$ cat src/rtl/top_ejecucion_multiciclo_pkg.sv
// Shared definitions for the multi-cycle execute stage: ALU operation
// codes, iterative-unit FSM state encoding and width-dependent helpers.
// Imported by the RTL and by the testbench.
package top_ejecucion_multiciclo_pkg;

    // Width of the ALU operation code as decoded by the execute stage.
    localparam int ALU_CTRL_W = 4;

    // ALU operation codes.
    localparam logic [ALU_CTRL_W-1:0] ALU_AND   = 4'b0000;
    localparam logic [ALU_CTRL_W-1:0] ALU_OR    = 4'b0001;
    localparam logic [ALU_CTRL_W-1:0] ALU_ADDU  = 4'b0010;
    localparam logic [ALU_CTRL_W-1:0] ALU_XOR   = 4'b0011;
    localparam logic [ALU_CTRL_W-1:0] ALU_NOR   = 4'b0100;
    localparam logic [ALU_CTRL_W-1:0] ALU_SUBU  = 4'b0110;
    localparam logic [ALU_CTRL_W-1:0] ALU_SLT   = 4'b0111;
    localparam logic [ALU_CTRL_W-1:0] ALU_LUI   = 4'b1000;
    localparam logic [ALU_CTRL_W-1:0] ALU_MFLO  = 4'b1001;
    localparam logic [ALU_CTRL_W-1:0] ALU_MFHI  = 4'b1010;
    localparam logic [ALU_CTRL_W-1:0] ALU_MULTU = 4'b1011;
    localparam logic [ALU_CTRL_W-1:0] ALU_DIVU  = 4'b1100;
    localparam logic [ALU_CTRL_W-1:0] ALU_LINK  = 4'b1110;

    // Iterative multiply/divide unit states.
    typedef enum logic [1:0] {
        MD_IDLE = 2'd0,
        MD_BUSY = 2'd1,
        MD_DONE = 2'd2
    } md_state_e;

    // Iteration counter width: must hold the value W itself.
    function automatic int cnt_width(input int w);
        return $clog2(w + 1);
    endfunction

    // Operations handled by the iterative unit; they never write a register.
    function automatic logic is_iter_op(input logic [ALU_CTRL_W-1:0] op);
        return (op == ALU_MULTU) || (op == ALU_DIVU);
    endfunction

endpackage

$ cat src/rtl/mult_div_iterativo.sv
// Iterative unsigned multiply (shift-add) / divide (restoring) with HI/LO.
// Latency: W+1 stall cycles (start cycle + W iterations), HI/LO written in DONE.
// Backpressure: en_i=0 freezes FSM, counter, accumulator and HI/LO.
// Divider datapath only exists when EJECUCION_DIVISOR_EN is defined.
// Ports: clk_i/rst_ni clock and async active-low reset; en_i stage advance;
//   start_mul_i/start_div_i op requests; op_a_i/op_b_i operands;
//   hi_o/lo_o HI/LO registers; stall_o upstream stall; busy_o FSM not idle.
module mult_div_iterativo
    import top_ejecucion_multiciclo_pkg::*;
#(
    parameter int W = 32
) (
    input  logic         clk_i,
    input  logic         rst_ni,
    input  logic         en_i,
    input  logic         start_mul_i,
    input  logic         start_div_i,
    input  logic [W-1:0] op_a_i,
    input  logic [W-1:0] op_b_i,
    output logic [W-1:0] hi_o,
    output logic [W-1:0] lo_o,
    output logic         stall_o,
    output logic         busy_o
);

    localparam int CW = cnt_width(W);

    md_state_e        state_q, state_d;
    logic [CW-1:0]    cnt_q, cnt_d;
    // Upper half: partial product / remainder; lower half: multiplier / quotient.
    logic [2*W-1:0]   acc_q, acc_d;
    logic [W-1:0]     opnd_q, opnd_d;
    logic [W-1:0]     hi_q, hi_d;
    logic [W-1:0]     lo_q, lo_d;
    logic             start_div_eff;
    logic             start;

`ifdef EJECUCION_DIVISOR_EN
    logic             is_div_q, is_div_d;
    logic [W:0]       div_rem_sh;
    logic [W:0]       div_diff;
    logic             div_ge;
    logic [2*W-1:0]   div_step;

    assign start_div_eff = start_div_i;

    // Restoring step: shift the next dividend bit into the remainder and
    // subtract when it fits. A zero divisor always fits, which yields an
    // all-ones quotient and leaves the dividend as the remainder.
    assign div_rem_sh = {acc_q[2*W-1:W], acc_q[W-1]};
    assign div_diff   = div_rem_sh - {1'b0, opnd_q};
    assign div_ge     = (div_rem_sh >= {1'b0, opnd_q});
    assign div_step   = {(div_ge ? div_diff[W-1:0] : div_rem_sh[W-1:0]),
                         acc_q[W-2:0], div_ge};
`else
    logic             unused_start_div;

    assign start_div_eff    = 1'b0;
    assign unused_start_div = start_div_i;
`endif

    assign start = en_i & (start_mul_i | start_div_eff);

    // Shift-add step: conditionally add the multiplicand to the upper half,
    // then shift the whole accumulator right keeping the carry.
    logic [W:0]     mul_sum;
    logic [2*W-1:0] mul_step;

    assign mul_sum  = {1'b0, acc_q[2*W-1:W]} + (acc_q[0] ? {1'b0, opnd_q} : '0);
    assign mul_step = {mul_sum, acc_q[W-1:1]};

    // FSM: state register.
    always_ff @(posedge clk_i or negedge rst_ni) begin
        if (!rst_ni) begin
            state_q <= MD_IDLE;
        end else begin
            state_q <= state_d;
        end
    end

    // FSM: next state.
    always_comb begin
        state_d = state_q;
        case (state_q)
            MD_IDLE: if (start) state_d = MD_BUSY;
            // The last iteration takes the count to zero and enters DONE.
            MD_BUSY: if (en_i && (cnt_q == CW'(1))) state_d = MD_DONE;
            // Leave unconditionally: the op still on the inputs this cycle
            // is the one just finished and must not restart.
            MD_DONE: if (en_i) state_d = MD_IDLE;
            default: state_d = MD_IDLE;
        endcase
    end

    // FSM: outputs. Stall is raised in the start cycle itself so upstream
    // holds the instruction; it is masked during reset.
    always_comb begin
        stall_o = 1'b0;
        busy_o  = 1'b0;
        case (state_q)
            MD_IDLE: stall_o = rst_ni & start;
            MD_BUSY: begin
                stall_o = rst_ni;
                busy_o  = 1'b1;
            end
            MD_DONE: busy_o = 1'b1;
            default: ;
        endcase
    end

    // Datapath next state.
    always_comb begin
        cnt_d  = cnt_q;
        acc_d  = acc_q;
        opnd_d = opnd_q;
        hi_d   = hi_q;
        lo_d   = lo_q;
`ifdef EJECUCION_DIVISOR_EN
        is_div_d = is_div_q;
`endif
        case (state_q)
            MD_IDLE: begin
                if (start) begin
                    cnt_d  = CW'(W);
                    acc_d  = {{W{1'b0}}, op_a_i};
                    opnd_d = op_b_i;
`ifdef EJECUCION_DIVISOR_EN
                    is_div_d = start_div_eff;
`endif
                end
            end
            MD_BUSY: begin
                if (en_i) begin
                    cnt_d = cnt_q - CW'(1);
`ifdef EJECUCION_DIVISOR_EN
                    acc_d = is_div_q ? div_step : mul_step;
`else
                    acc_d = mul_step;
`endif
                end
            end
            MD_DONE: begin
                if (en_i) begin
                    hi_d = acc_q[2*W-1:W];
                    lo_d = acc_q[W-1:0];
                end
            end
            default: ;
        endcase
    end

    always_ff @(posedge clk_i or negedge rst_ni) begin
        if (!rst_ni) begin
            cnt_q  <= '0;
            acc_q  <= '0;
            opnd_q <= '0;
            hi_q   <= '0;
            lo_q   <= '0;
`ifdef EJECUCION_DIVISOR_EN
            is_div_q <= 1'b0;
`endif
        end else begin
            cnt_q  <= cnt_d;
            acc_q  <= acc_d;
            opnd_q <= opnd_d;
            hi_q   <= hi_d;
            lo_q   <= lo_d;
`ifdef EJECUCION_DIVISOR_EN
            is_div_q <= is_div_d;
`endif
        end
    end

    assign hi_o = hi_q;
    assign lo_o = lo_q;

endmodule

$ cat src/rtl/top_ejecucion_multiciclo.sv
// Execute stage: operand/destination muxes, ALU, iterative mult/div, EX/MEM reg.
// Latency: single-cycle ops 1 edge; MULTU/DIVU stall upstream for W+1 cycles.
// Backpressure: i_enable_pipeline=0 holds everything; o_stall inserts bubbles.
// Optional divider: define EJECUCION_DIVISOR_EN; otherwise DIVU is a no-op bubble.
// Ports: i_clock, i_soft_reset (async active-low); i_enable_pipeline advance;
//   i_adder_pc PC+1; i_data_A/B operands; i_extension_signo_constante immediate;
//   i_reg_rt/rd destinations; i_RegDst..i_MemtoReg control; i_ALUCtrl op;
//   o_* registered EX/MEM outputs; o_stall comb stall; o_led unit busy.
module top_ejecucion_multiciclo
    import top_ejecucion_multiciclo_pkg::*;
#(
    parameter int CANT_BITS_REGISTROS   = 32,
    parameter int CANT_REGISTROS        = 32,
    parameter int CANT_BITS_ADDR        = 11,
    parameter int CANT_BITS_ALU_CONTROL = 4
) (
    input  logic                              i_clock,
    input  logic                              i_soft_reset,
    input  logic                              i_enable_pipeline,
    input  logic [CANT_BITS_ADDR-1:0]         i_adder_pc,
    input  logic [CANT_BITS_REGISTROS-1:0]    i_data_A,
    input  logic [CANT_BITS_REGISTROS-1:0]    i_data_B,
    input  logic [CANT_BITS_REGISTROS-1:0]    i_extension_signo_constante,
    input  logic [$clog2(CANT_REGISTROS)-1:0] i_reg_rt,
    input  logic [$clog2(CANT_REGISTROS)-1:0] i_reg_rd,
    input  logic                              i_RegDst,
    input  logic                              i_RegWrite,
    input  logic                              i_ALUSrc,
    input  logic                              i_MemRead,
    input  logic                              i_MemWrite,
    input  logic                              i_MemtoReg,
    input  logic [CANT_BITS_ALU_CONTROL-1:0]  i_ALUCtrl,
    output logic                              o_RegWrite,
    output logic                              o_MemRead,
    output logic                              o_MemWrite,
    output logic                              o_MemtoReg,
    output logic [CANT_BITS_REGISTROS-1:0]    o_result,
    output logic [CANT_BITS_REGISTROS-1:0]    o_data_write_to_mem,
    output logic [$clog2(CANT_REGISTROS)-1:0] o_registro_destino,
    output logic                              o_stall,
    output logic                              o_led
);

    localparam int W = CANT_BITS_REGISTROS;
    localparam int R = $clog2(CANT_REGISTROS);

    logic [ALU_CTRL_W-1:0] alu_op;
    logic [W-1:0]          operand_b;
    logic [R-1:0]          dest;
    logic [W-1:0]          alu_result;
    logic [W-1:0]          hi;
    logic [W-1:0]          lo;
    logic                  md_stall;
    logic                  md_busy;

    assign alu_op    = ALU_CTRL_W'(i_ALUCtrl);
    assign operand_b = i_ALUSrc ? i_extension_signo_constante : i_data_B;
    assign dest      = i_RegDst ? i_reg_rd : i_reg_rt;

    always_comb begin
        alu_result = '0;
        case (alu_op)
            ALU_AND:  alu_result = i_data_A & operand_b;
            ALU_OR:   alu_result = i_data_A | operand_b;
            ALU_ADDU: alu_result = i_data_A + operand_b;
            ALU_XOR:  alu_result = i_data_A ^ operand_b;
            ALU_NOR:  alu_result = ~(i_data_A | operand_b);
            ALU_SUBU: alu_result = i_data_A - operand_b;
            ALU_SLT:  alu_result = {{(W-1){1'b0}},
                                    ($signed(i_data_A) < $signed(operand_b))};
            ALU_LUI:  alu_result = operand_b << (W/2);
            ALU_MFLO: alu_result = lo;
            ALU_MFHI: alu_result = hi;
            ALU_LINK: alu_result = W'(i_adder_pc);
            default:  alu_result = '0;
        endcase
    end

    mult_div_iterativo #(
        .W (W)
    ) u_mult_div (
        .clk_i       (i_clock),
        .rst_ni      (i_soft_reset),
        .en_i        (i_enable_pipeline),
        .start_mul_i (alu_op == ALU_MULTU),
        .start_div_i (alu_op == ALU_DIVU),
        .op_a_i      (i_data_A),
        .op_b_i      (operand_b),
        .hi_o        (hi),
        .lo_o        (lo),
        .stall_o     (md_stall),
        .busy_o      (md_busy)
    );

    // EX/MEM register. MULTU/DIVU only touch HI/LO, so they always retire
    // as a bubble, as does every cycle spent stalled.
    logic         regwrite_q, regwrite_d;
    logic         memread_q,  memread_d;
    logic         memwrite_q, memwrite_d;
    logic         memtoreg_q, memtoreg_d;
    logic [W-1:0] result_q,   result_d;
    logic [W-1:0] wdata_q,    wdata_d;
    logic [R-1:0] dest_q,     dest_d;

    always_comb begin
        regwrite_d = regwrite_q;
        memread_d  = memread_q;
        memwrite_d = memwrite_q;
        memtoreg_d = memtoreg_q;
        result_d   = result_q;
        wdata_d    = wdata_q;
        dest_d     = dest_q;
        if (i_enable_pipeline) begin
            if (md_stall || is_iter_op(alu_op)) begin
                regwrite_d = 1'b0;
                memread_d  = 1'b0;
                memwrite_d = 1'b0;
                memtoreg_d = 1'b0;
                result_d   = '0;
                wdata_d    = '0;
                dest_d     = '0;
            end else begin
                regwrite_d = i_RegWrite;
                memread_d  = i_MemRead;
                memwrite_d = i_MemWrite;
                memtoreg_d = i_MemtoReg;
                result_d   = alu_result;
                wdata_d    = i_data_B;
                dest_d     = dest;
            end
        end
    end

    always_ff @(posedge i_clock or negedge i_soft_reset) begin
        if (!i_soft_reset) begin
            regwrite_q <= 1'b0;
            memread_q  <= 1'b0;
            memwrite_q <= 1'b0;
            memtoreg_q <= 1'b0;
            result_q   <= '0;
            wdata_q    <= '0;
            dest_q     <= '0;
        end else begin
            regwrite_q <= regwrite_d;
            memread_q  <= memread_d;
            memwrite_q <= memwrite_d;
            memtoreg_q <= memtoreg_d;
            result_q   <= result_d;
            wdata_q    <= wdata_d;
            dest_q     <= dest_d;
        end
    end

    assign o_RegWrite          = regwrite_q;
    assign o_MemRead           = memread_q;
    assign o_MemWrite          = memwrite_q;
    assign o_MemtoReg          = memtoreg_q;
    assign o_result            = result_q;
    assign o_data_write_to_mem = wdata_q;
    assign o_registro_destino  = dest_q;
    assign o_stall             = md_stall;
    assign o_led               = md_busy;

endmodule
$ cat config.mk
export PLATFORM = sky130hd
export DESIGN_NAME = top_ejecucion_multiciclo
export DESIGN_NICKNAME = d
export VERILOG_FILES = /design/src/rtl/top_ejecucion_multiciclo_pkg.sv /design/src/rtl/mult_div_iterativo.sv /design/src/rtl/top_ejecucion_multiciclo.sv
export SDC_FILE = /design/constraint.sdc
export NUM_CORES = 1
export LEC_CHECK = 0
export CAP_MARGIN = 20
export CORE_MARGIN = 5
export CORE_UTILIZATION = 43
export CTS_BUF_LIST = sky130_fd_sc_hd__clkbuf_8
export DETAILED_ROUTE_END_ITERATION = 6
export SLEW_MARGIN = 20
export SYNTH_ARGS = -nofsm -noshare
export SYNTH_HDL_FRONTEND = slang
export SYNTH_SLANG_ARGS = --single-unit
$ cat constraint.sdc
create_clock -name i_clock -period 4.2 [get_ports i_clock]
set_input_delay 0.42 -clock i_clock [delete_from_list [all_inputs] [get_ports i_clock]]
set_output_delay 0.42 -clock i_clock [all_outputs]
set_load 0.005 [all_outputs]
After elaboration in Yosys (flattened, before gate mapping)
Index checks and enable logic that the tools add are counted.
W data, S select, Z words.
{"block": "totals", "reg_bits": 241, "inputBits": 130}
{"block": "op_classes", "n_addsub": 4, "n_lt_le_gt_ge": 1, "n_eq_ne": 19, "mux": 23, "bitwise_logic": 6, "reduce_logical": 11}
{"operator": "$pmux W32 S11", "count": 1}
{"operator": "$mux W32", "count": 4}
{"operator": "$mux W64", "count": 2}
{"operator": "$pmux W64 S2", "count": 1}
{"operator": "$add A32 B33 Y33", "count": 1}
{"operator": "$add A32 B32 Y32", "count": 1}
{"operator": "$and A32 B32 Y32", "count": 1}
{"operator": "$lt A32 B32 Y1", "count": 1}
{"operator": "$not A32 Y32", "count": 1}
{"operator": "$or A32 B32 Y32", "count": 1}
{"operator": "$sub A32 B32 Y32", "count": 1}
{"operator": "$xor A32 B32 Y32", "count": 1}
{"operator": "$eq A4 B4 Y1 const B", "count": 6}
{"operator": "$eq A4 B3 Y1 const B", "count": 3}
{"operator": "$mux W6", "count": 2}
{"operator": "$pmux W6 S2", "count": 1}
{"operator": "$mux W5", "count": 2}
{"operator": "$eq A4 B2 Y1 const B", "count": 2}
{"operator": "$eq A6 B1 Y1 const B", "count": 1}
{"operator": "$mux W2", "count": 3}
{"operator": "$pmux W2 S3", "count": 1}
{"operator": "$reduce_and A3 Y1", "count": 2}
{"operator": "$sub A6 B1 Y6 const B", "count": 1}
{"operator": "$mux W1", "count": 5}
{"operator": "other kinds (14)", "count": 19}

Depth between registers and ports, before layout
Gate-level depths: netlist of run 1.
{"block": "logic_depth", "ltp_word": 6, "depth_mapped": 16, "mapped_depth_nobuf": 14}

Cells and area by module
Synthesis of run 1 repeated with hierarchy kept, for this count alone.
{"block": "hier_totals", "hier_cells": 1922, "area_unflattened_um2": 17571.9}
{"module": "top_ejecucion_multiciclo", "n_inst": 1, "cells_per_inst": 1133, "area_per_inst_um2": 9087.5, "seq_area_each_um2": 1826.8}
{"module": "mult_div_iterativo", "n_inst": 1, "cells_per_inst": 789, "area_per_inst_um2": 8484.4, "seq_area_each_um2": 4204.0}

Worst setup path before layout of run 1
Ideal clock, no wire load.
{"block": "synth_path", "path_type": "input to register", "from": "input i_ALUSrc", "to": "register result_q[30] (netlist: o_result[30])", "setup_time_ns": 0.127, "arrival_time_ns": 4.017, "setup_slack_ns": 0.056, "cell_stages": 15, "path_cell_list": "clkbuf_1 > buf_2 > buf_1 > buf_2 > mux2i_1 > ha_1 > clkbuf_1 > nor4_1 > nor3b_1 > o41ai_2 > a31oi_2 > a21boi_1 > o21ai_0 > nor4bb_1 > o2bb2ai_1"}
{"block": "synth_via", "elab_chain_cells": 5}
{"item": "from (decl)", "line": "top_ejecucion_multiciclo.sv:28", "source": "input logic i_ALUSrc,"}
{"item": "$mux W32 (*)", "line": "top_ejecucion_multiciclo.sv:57", "source": "assign operand_b = i_ALUSrc ? i_extension_signo_constante : i_data_B;"}
{"item": "branches (longest 2 deep; another with $sub A32 B32 Y32)"}
{"item": "$pmux W32 S11 (*)", "line": "top_ejecucion_multiciclo.sv:62", "source": "case (alu_op)"}
{"item": "$mux W32 (*)", "line": "top_ejecucion_multiciclo.sv:114", "source": "if (md_stall || is_iter_op(alu_op)) begin"}
{"item": "to (signal assigned)", "line": "top_ejecucion_multiciclo.sv:148", "source": "result_q <= result_d;"}
{"item": "to (decl)", "line": "top_ejecucion_multiciclo.sv:101", "source": "logic [W-1:0] result_q, result_d;"}
Every way passes the cells marked *.
A chain may end at the register's enable or synchronous reset.

Final worst setup path of run 1
{"block": "layout_path", "from": "register u_mult_div.acc_q[0]", "to": "register u_mult_div.acc_q[55]"}
{"block": "layout_via", "elab_chain_cells": 4}
{"item": "from (decl)", "line": "mult_div_iterativo.sv:31", "source": "logic [2*W-1:0] acc_q, acc_d;"}
{"item": "from (signal assigned)", "line": "mult_div_iterativo.sv:155", "source": "acc_q <= '0;"}
{"item": "from (signal assigned)", "line": "mult_div_iterativo.sv:164", "source": "acc_q <= acc_d;"}
{"item": "$mux W32", "line": "mult_div_iterativo.sv:69", "source": "assign mul_sum = {1'b0, acc_q[2*W-1:W]} + (acc_q[0] ? {1'b0, opnd_q} : '0);"}
{"item": "$add A32 B33 Y33", "line": "mult_div_iterativo.sv:69"}
{"item": "$mux W64", "line": "mult_div_iterativo.sv:133", "source": "if (en_i) begin"}
{"item": "$pmux W64 S2", "line": "mult_div_iterativo.sv:121", "source": "case (state_q)"}
No other way between the ends. The select of a mux whose other input is x is not followed.

==> metrics.csv, run 1 <==
stage,metric,value,unit
sta,setup_tns,0,ns
setup_path,critical path's top delay family,compound AO/OA/AOI/OAI gates,
setup_path,stages on the worst setup path,12,
setup_path,crit path max fanout,17,
cells_and_area,layout cells sized above 1,13.2,%
global_route,initial antenna violation count,2,
setup_path,Buf/Inv on CP,0,
yosys,area of the mapped netlist,17000,um^2
setup_path,Crit path largest cell delay,0.59,ns
detailed_routing,final WL,66900,um
die,Initial Utilization,43.7,%
yosys,"Seq/Total Area, Yosys",35.5,%
yosys,Yosys reg bits,241,
detailed_routing,Vias/cell,6.16,
sta,Hold Slack,0.330,ns
setup_path,worst-path cell chain,and2_1 > ha_1 > fa_1 > a21o_1 > a31o_2 > a21o_1 > nand3_1 > o22ai_1 > o21bai_1 > a21boi_0 > or3_1 > a31o_2,
yosys,number of synthesized flops with an enable pin,0,
place,PortBufs,204,
detailed_routing,DRT Pass-1 Iters,7,
setup_path,worst reg-to-reg path cell count,12,
yosys,syn nets,2130,
detailed_routing,Initial DRC Count,1717,
setup_path,Setup CP Type,flop to flop,
die,die width,209,um
clock_tree,Max H-tree Level,2,
place,hpwl dp,50100,um
cells_and_area,"commonest cells after routing, fill and taps aside","dfrtp_1, clkdlybuf4s50_1, inv_1",
yosys,post-synth top area cell,dfrtp_1,
sta,Max Freq,0.276,GHz
clock_tree,Worst-Skew Late Latency,0.65,ns
die,io pins,205,
yosys,Yosys cell types,90,
clock_tree,TritonCTS clock tree,built,
yosys,top cell type's share of synthesized area,35.5,%
clock_tree,number of clock sinks,241,
detailed_routing,routed length per instance,25.2,um
status,status,"finished, violations left",
yosys,ys async rst share,100,%
place,GPL Wtd Cong,0.987,
sta,Max transition margin,42.0,%
global_route,vias in the first global route,16401,
detailed_routing,post-route ant nets,0,
status,violated checks,DRC,
setup_path,Worst Setup End Kind,flop,
cells_and_area,"commonest non-fill, non-tap cell in the layout",dfrtp_1,
setup_path,Critical-path top delay cell,dfrtp_1,
setup_path,worst path required time,4.72,ns
clock_tree,setup bufs post-CTS,0,
sta,"Slew Viols, Final",0,
sta,Final min period,3.63,ns
yosys,Syn. warnings,0,
place,dpl cell area,20200,um^2
clock_tree,post_cts resized,0,
cells_and_area,area added between synthesis and finish,23.8,%
die,num rows,72,
flow_run,maxcap violations,0,
sta,# setup viols final,0,
clock_tree,clock slew at reported path FFs,0.07,ns
cells_and_area,design area,21100,um^2
hold_path,hold crit path type,input port to asynchronous set/reset pin,
sta,RSZ-0062 raised after global routing,false,
die,core area,38900,um^2
power,VDD IR max,219,uV
global_route,first-pass GRT wire length,101000,um
setup_path,R2R setup slack,0.57,ns
cells_and_area,"Net count, final",2376,
sta,Worst Tran Pin Value,0.867,ns
clock_tree,TritonCTS Buffers,46,
clock_tree,clk buf depth,3,
clock_tree,CTS root buf,clkbuf_8,
global_route,gr usage total,29.8,%
die,die area,43600,um^2
yosys,"top cells by area, synth","dfrtp_1, ha_1, mux2_2",
detailed_routing,# DRC,1,
global_route,GRT overflow,0,
yosys,cell count after synthesis,1861,
detailed_routing,total vias in the final route,16335,
setup_path,crit start category,flop,
power,PwrDens,435,nW/um^2
die,Die Ht,209,um
sta,Final Hold Fails,0,
setup_path,crit path DAT,4.15,ns
yosys,ys flop type,dfrtp_1,
sta,clock skew,0.0575,ns
power,leak pwr,0.0100,uW
sta,crit share post-route,86.4,%
global_route,largest net degree at the start of global routing,121,
yosys,mean post-synth cell area,9.14,um^2
[layer usage]
layer	wire length [um]	global-route usage [%]	vias to the layer above
li1	-	-	7374
met1	27000	37.7	7956
met2	30600	48.3	810
met3	5150	5.95	193
met4	4100	15.4	2
met5	13	0	-
[layout make-up]
type                    count  area (um^2)
clock inverters            19         92.6
flip-flops and latches    241         6030
diodes                      2         5.00
multi-input cells        1355        10000
fillers                  3701        17900
clock buffers              54          743
repair buffers            316         2970
inverters                 147          552
well taps                 518          648
[synth_stat cells (12+ instances only)]
| master | instances |
|---|---|
| dfrtp_1 | 241 |
| inv_1 | 146 |
| nand2_1 | 137 |
| ha_1 | 136 |
| o21ai_0 | 134 |
| a21oi_1 | 123 |
| nor2_1 | 93 |
| clkbuf_1 | 89 |
| mux2_2 | 65 |
| nand3_1 | 48 |
| mux2i_1 | 44 |
| a22o_1 | 42 |
| a22oi_1 | 42 |
| and2_1 | 41 |
| a21o_1 | 36 |
| a222oi_1 | 35 |
| a221oi_1 | 25 |
| o2bb2ai_1 | 24 |
| o21bai_1 | 21 |
| nor3_1 | 20 |
| o31ai_1 | 19 |
| xnor2_1 | 16 |
| xor2_1 | 16 |
| nor2b_1 | 15 |
| and3_1 | 14 |
| buf_2 | 14 |
| o211ai_1 | 14 |
| a31oi_1 | 13 |
| buf_1 | 12 |
| nor4_1 | 12 |
[final timing paths]
check / from / end
min in group i_clock: i_ALUSrc / u_mult_div.opnd_q[0]
worst min register to register: u_mult_div.opnd_q[29] / u_mult_div.opnd_q[29]
worst max register to register: u_mult_div.acc_q[0] / u_mult_div.acc_q[55]
worst min-delay path: i_soft_reset / o_result[17]
max in group asynchronous: i_soft_reset / o_MemRead
worst max-delay path: u_mult_div.acc_q[0] / u_mult_div.acc_q[55]
[registers in the layout, summed over array words and instances (netlist names)]
name,count
u_mult_div.state_q,2
u_mult_div.cnt_q,6
o_registro_destino,5
o_data_write_to_mem,32
o_MemWrite,1
u_mult_div.hi_o,32
o_RegWrite,1
u_mult_div.lo_o,32
o_result,32
u_mult_div.acc_q,64
o_MemRead,1
o_MemtoReg,1
u_mult_div.opnd_q,32
[where the power goes]
group	leakage, uW	switching [uW]	internal, uW	total (uW)
logic	0.00634	1820	1520	3340
clock network	0.000480	1080	1150	2230
registers	0.00322	556	3040	3590
[what timing repair did]
action,4_1_cts,5_1_grt
hold endpoints to repair,43,0
setup endpoints to repair,0,0
hold buffers,1,0
[logic make-up after synthesis]
| group | Yosys count | share of synthesized area (%) |
|---|---|---|
| simple gates | 421 | 11.9 |
| buf+inv | 265 | 6.06 |
| fa+ha+maj | 139 | 10.4 |
| compound gates | 654 | 27.7 |
| mux | 109 | 6.89 |
| xor+xnor | 32 | 1.65 |
| flops | 241 | 35.5 |
[stage by stage]
stage | util, % | total power (uW) | std cells | setup WS, ns
floorplan | - | 5450 | 1861 | 0.0558
global route | 54.1 | 9730 | 2650 | 0.355
global placement | 51.9 | 6840 | 2575 | 0.157
CTS | 54.1 | 9200 | 2650 | 0.590
finish | 54.1 | 9160 | 2652 | 0.573
detailed placement | 51.9 | 6920 | 2576 | 0.136
No activity file was read; power rests on OpenSTA's default activity.
==> run 2, diff against run 1 <==
==> constraint.sdc (replaced) <==
create_clock -name i_clock -period 4.2 [get_ports i_clock]
set_input_delay 0.42 -clock i_clock [delete_from_list [all_inputs] [get_ports i_clock]]
set_output_delay 0.42 -clock i_clock [all_outputs]
set_load 0.1 [all_outputs]
==> metrics.csv, run 2 (synthesized netlist as in run 1, its figures left out) <==
stage,metric,value,unit
detailed_routing,total vias in the final route,16189,
place,PortBufs,204,
die,io pins,205,
sta,Max transition margin,31.2,%
cells_and_area,Biggest register,u_mult_div.acc_q,
detailed_routing,routed length per instance,24.6,um
detailed_routing,post-route ant nets,0,
setup_path,Crit path top cell by count,a21o_1,
hold_path,hold crit path type,input port to asynchronous set/reset pin,
place,dpl cell area,20200,um^2
power,VDD IR max,459,uV
clock_tree,clock slew at reported path FFs,0.06,ns
clock_tree,setup bufs post-CTS,0,
clock_tree,TritonCTS Buffers,44,
power,PwrDens,482,nW/um^2
clock_tree,number of clock sinks,241,
clock_tree,CTS root buf,clkbuf_8,
detailed_routing,# DRC,11,
place,"worst slack, placed",-0.00493,ns
cells_and_area,layout cells sized above 1,13.7,%
status,status,"finished, violations left",
flow_run,maxcap violations,0,
clock_tree,TritonCTS clock tree,built,
detailed_routing,DRT Pass-1 Iters,7,
place,Placed Instances,2583,
place,hpwl dp,49000,um
setup_path,crit path max fanout,17,
global_route,largest net degree at the start of global routing,161,
global_route,initial antenna violation count,1,
sta,Final Hold Fails,0,
setup_path,worst path required time,4.67,ns
sta,# setup viols final,0,
cells_and_area,"Net count, final",2382,
sta,Max Freq,0.276,GHz
setup_path,crit start category,flop,
power,Pwr Total,10200,uW
sta,crit share post-route,86.1,%
cells_and_area,Largest register FFs,64,
setup_path,crit path to,u_mult_div.acc_q[49],
place,GPL Wtd Cong,0.950,
detailed_routing,final WL,65500,um
setup_path,Crit path largest cell delay,0.61,ns
detailed_routing,Initial DRC Count,1587,
sta,clock skew,0.0223,ns
sta,Worst Tran Pin Value,1.03,ns
cells_and_area,final cell count without fillers,2666,
setup_path,Worst Setup End Kind,flop,
global_route,GRT overflow,0,
detailed_routing,Vias/cell,6.07,
setup_path,R2R setup slack,0.58,ns
setup_path,worst-path cell chain,and2_1 > ha_1 > fa_1 > a21o_1 > a31o_2 > a21o_1 > a311oi_1 > o21bai_1 > a21oi_1 > o221ai_1 > xnor2_1 > o21ai_0,
sta,setup slack after layout,0.583,ns
setup_path,Critical-path top delay cell,dfrtp_1,
global_route,first-pass GRT wire length,100000,um
die,core area,38900,um^2
cells_and_area,area added between synthesis and finish,24.4,%
cells_and_area,"commonest non-fill, non-tap cell in the layout",dfrtp_1,
global_route,gr usage total,29.3,%
power,leak pwr,0.0101,uW
sta,Final min period,3.62,ns
sta,RSZ-0062 raised after global routing,false,
die,Initial Utilization,43.7,%
die,Die Ht,209,um
status,violated checks,DRC,
sta,"Slew Viols, Final",0,
die,die width,209,um
setup_path,Setup CP Type,flop to flop,
setup_path,worst setup path startpoint,u_mult_div.acc_q[0],
die,num rows,72,
global_route,vias in the first global route,16224,
die,die area,43600,um^2
clock_tree,Max H-tree Level,2,
cells_and_area,"commonest cells after routing, fill and taps aside","dfrtp_1, clkdlybuf4s50_1, inv_1",
setup_path,Reg-to-Reg End,u_mult_div.acc_q[49],
clock_tree,Worst-Skew Late Latency,0.63,ns
setup_path,crit path DAT,4.09,ns
setup_path,worst reg-to-reg path cell count,12,
setup_path,RR Startpoint,u_mult_div.acc_q[0],
clock_tree,clk buf depth,3,
cells_and_area,design area,21200,um^2
[run 2: layout make-up]
cell class / count / area (um^2)
flip-flops and latches: 241 / 6030
well taps: 518 / 648
fillers: 3720 / 17800
clock buffers: 56 / 771
inverters: 147 / 552
multi-input cells: 1355 / 10000
clock inverters: 24 / 139
repair buffers: 324 / 3010
diodes: 1 / 2.50
[run 2: layer usage]
layer  part of all wire (%)  GRT usage [%]  vias to the layer above
met4                    4.9           13.3                        0
met2                     47           48.5                      737
met3                    7.1           5.01                      157
met5                      0              0                        -
li1                       -              -                     7428
met1                     41           37.6                     7867
[run 2: what timing repair did]
action                                 CTS  global route
gates resized for setup                  0             0
endpoints found under the hold margin   20             0
hold buffers                             1             0
[run 2: worst min-delay path by stage]
stage	cells after the start	slack, ns	end	startpoint
2_1_floorplan	0	0.12	o_MemRead	i_soft_reset
3_3_place_gp	1	0.28	o_registro_destino[4]	i_soft_reset
3_5_place_dp	1	0.28	o_registro_destino[1]	i_soft_reset
4_1_cts	2	0.21	o_result[11]	i_soft_reset
5_1_grt	2	0.25	o_result[11]	i_soft_reset
6_report	2	0.23	o_result[11]	i_soft_reset
[run 2: metrics by stage]
stage / setup TNS (ns) / hold WS (ns) / util [%]
3_3_place_gp: 0 / 0.278 / 52.0
6_report: 0 / 0.233 / 54.4
2_1_floorplan: 0 / 0.124 / -
3_5_place_dp: -0.00493 / 0.279 / 52.0
5_1_grt: 0 / 0.253 / 54.4
4_1_cts: 0 / 0.209 / 54.3
[run 2: worst max-delay path: cells and delay by family (launching register included)]
kind	cells	cell delay [ns]
XOR/XNOR	1	0.17
AO/OA/AOI/OAI	8	1.75
adder cells (fa/ha/maj)	2	0.68
flip-flops	1	0.61
AND/OR/NAND/NOR	1	0.26
[run 2: power breakdown]
group | internal, uW | switching, uW
clock | 1260 | 1090
combinational | 1510 | 2760
sequential | 3040 | 541
total | 5810 | 4390
==> run 3, diff against run 2 <==
--- a/config.mk
+++ b/config.mk
@@ -7,7 +7,7 @@
 export LEC_CHECK = 0
 export CAP_MARGIN = 20
 export CORE_MARGIN = 5
-export CORE_UTILIZATION = 43
+export CORE_UTILIZATION = 35
 export CTS_BUF_LIST = sky130_fd_sc_hd__clkbuf_8
 export DETAILED_ROUTE_END_ITERATION = 6
 export SLEW_MARGIN = 20
==> metrics.csv, run 3 (synthesized netlist as in run 1, its figures left out) <==
stage,metric,value,unit
clock_tree,clock slew at reported path FFs,0.07,ns
clock_tree,Max H-tree Level,2,
cells_and_area,layout cells sized above 1,14.3,%
setup_path,Buf/Inv on CP,0,
sta,crit share post-route,85.1,%
setup_path,crit start category,flop,
power,Pwr Total,10400,uW
sta,RSZ-0062 raised after global routing,false,
clock_tree,clk buf depth,3,
clock_tree,CTS root buf,clkbuf_8,
sta,Final min period,3.57,ns
cells_and_area,area added between synthesis and finish,25.7,%
flow_run,maxcap violations,0,
sta,Max Freq,0.280,GHz
detailed_routing,final WL,67200,um
global_route,gr usage total,24.4,%
die,die area,53100,um^2
status,status,"finished, violations left",
sta,Worst Tran Pin Value,1.09,ns
cells_and_area,"Net count, final",2392,
global_route,routing usage on met3,5.09,%
detailed_routing,Initial DRC Count,1523,
setup_path,worst-path cell chain,and2_1 > ha_1 > fa_1 > a21o_1 > a31o_2 > a21o_1 > nand3_1 > o22ai_1 > o21bai_1 > a21boi_0 > or3_1 > a31o_2,
clock_tree,Worst-Skew Late Latency,0.64,ns
detailed_routing,# DRC,1,
global_route,initial antenna violation count,1,
setup_path,Setup CP Type,flop to flop,
die,Die Ht,230,um
global_route,largest net degree at the start of global routing,120,
setup_path,Crit path largest cell delay,0.58,ns
power,VDD IR max,306,uV
clock_tree,TritonCTS clock tree,built,
setup_path,worst reg-to-reg path cell count,12,
cells_and_area,fillers,4675,
detailed_routing,post-route ant nets,0,
power,leak pwr,0.0102,uW
hold_path,hold crit path type,input port to asynchronous set/reset pin,
die,die width,230,um
global_route,GRT overflow,0,
die,Initial Utilization,35.5,%
sta,clock skew,0.0395,ns
power,PwrDens,485,nW/um^2
place,GPL Wtd Cong,0.964,
clock_tree,post_cts resized,0,
sta,setup_tns,0,ns
global_route,routing usage on met1,31.9,%
global_route,met2 Usage GRT,38.2,%
clock_tree,number of clock sinks,241,
sta,# setup viols final,0,
place,PortBufs,204,
setup_path,crit path DAT,4.07,ns
setup_path,crit path max fanout,15,
detailed_routing,DRT Pass-1 Iters,7,
setup_path,critical path's top delay family,compound AO/OA/AOI/OAI gates,
cells_and_area,"commonest cells after routing, fill and taps aside","dfrtp_1, clkdlybuf4s50_1, inv_1",
die,io pins,205,
setup_path,Reg-to-Reg End,u_mult_div.acc_q[55],
global_route,first-pass GRT wire length,101000,um
status,violated checks,DRC,
setup_path,RR Startpoint,u_mult_div.acc_q[0],
setup_path,worst path required time,4.69,ns
sta,Final Hold Fails,0,
setup_path,Worst Setup End Kind,flop,
sta,"Slew Viols, Final",0,
global_route,vias in the first global route,16588,
detailed_routing,total vias in the final route,16328,
sta,Max transition margin,25.2,%
place,hpwl dp,51000,um
clock_tree,TritonCTS Buffers,45,
cells_and_area,"commonest non-fill, non-tap cell in the layout",dfrtp_1,
detailed_routing,Vias/cell,5.90,
detailed_routing,routed length per instance,24.3,um
setup_path,R2R setup slack,0.63,ns
setup_path,Critical-path top delay cell,dfrtp_1,
global_route,grt peak-use layer,met2,
die,num rows,80,
die,core area,47900,um^2
cells_and_area,Biggest register,u_mult_div.acc_q,
cells_and_area,Antenna Cells,0,
cells_and_area,Largest register FFs,64,
-- run 3: cell count changes in the layout (fill, tap and decap cells not counted) --
cell,delta
inv_1,-7
a2111oi_0,-1
clkinv_2,+4
bufinv_16,+2
clkinv_8,-1
clkbuf_8,-1
diode_2,-1
buf_4,+9
clkinvlp_4,+1
a2111oi_1,+1
-- run 3: layout make-up --
type,instances,area (um^2),area share [%]
Clock buffer,55,757,3.54
Clock inverter,23,184,0.860
Timing Repair Buffer,333,3070,14.4
Tap cell,615,769,3.60
Inverter,147,552,2.58
Multi-Input combinational cell,1355,10000,46.9
Sequential cell,241,6030,28.2
-- run 3: layer usage --
layer	vias to the layer above	wire length, um
li1	7433	-
met1	7890	28100
met2	827	29500
met3	178	5630
met4	0	3960
met5	-	0
-- run 3: per-stage QoR --
step	cell area (um^2)	cells	util [%]	hold slack, ns	worst slack [ns]
floorplan	17000	1861	-	0.124	0.0558
global placement	20400	2690	42.6	0.305	0.168
detailed placement	20400	2690	42.6	0.306	0.131
CTS	21400	2769	44.6	0.223	0.622
global route	21400	2769	44.6	0.277	0.458
finish	21400	2769	44.6	0.248	0.627
-- run 3: worst register-to-register path, stage by stage, from the launching register on --
cell,delay [ns]
dfrtp_1,0.58
and2_1,0.25
ha_1,0.21
fa_1,0.45
a21o_1,0.20
a31o_2,0.26
a21o_1,0.21
nand3_1,0.21
o22ai_1,0.25
o21bai_1,0.17
a21boi_0,0.11
or3_1,0.32
a31o_2,0.25
-- run 3: report_power, final --
group	switching, uW	internal, uW
clock	1090	1370
sequential	567	3040
combinational	2780	1520
total	4440	5920
-- run 3: timing repair --
item | 4_1_cts | 5_1_grt
hold buffers | 1 | 0
setup buffers | 0 | 0
endpoints found under the hold margin | 28 | 0
endpoints found under the setup margin | 0 | 0
-- run 3: worst max-delay path by stage --
stage                         from  slack (ns)                    to  depth (start not counted)
2_1_floorplan             i_ALUSrc        0.06          o_result[30]                         15
5_1_grt        u_mult_div.acc_q[0]        0.46  u_mult_div.acc_q[61]                         12
3_3_place_gp           i_data_B[0]        0.17          o_result[30]                         16
3_5_place_dp           i_data_B[0]        0.13           o_result[0]                         17
4_1_cts        u_mult_div.acc_q[0]        0.62  u_mult_div.acc_q[61]                         12
6_report       u_mult_div.acc_q[0]        0.63  u_mult_div.acc_q[55]                         12
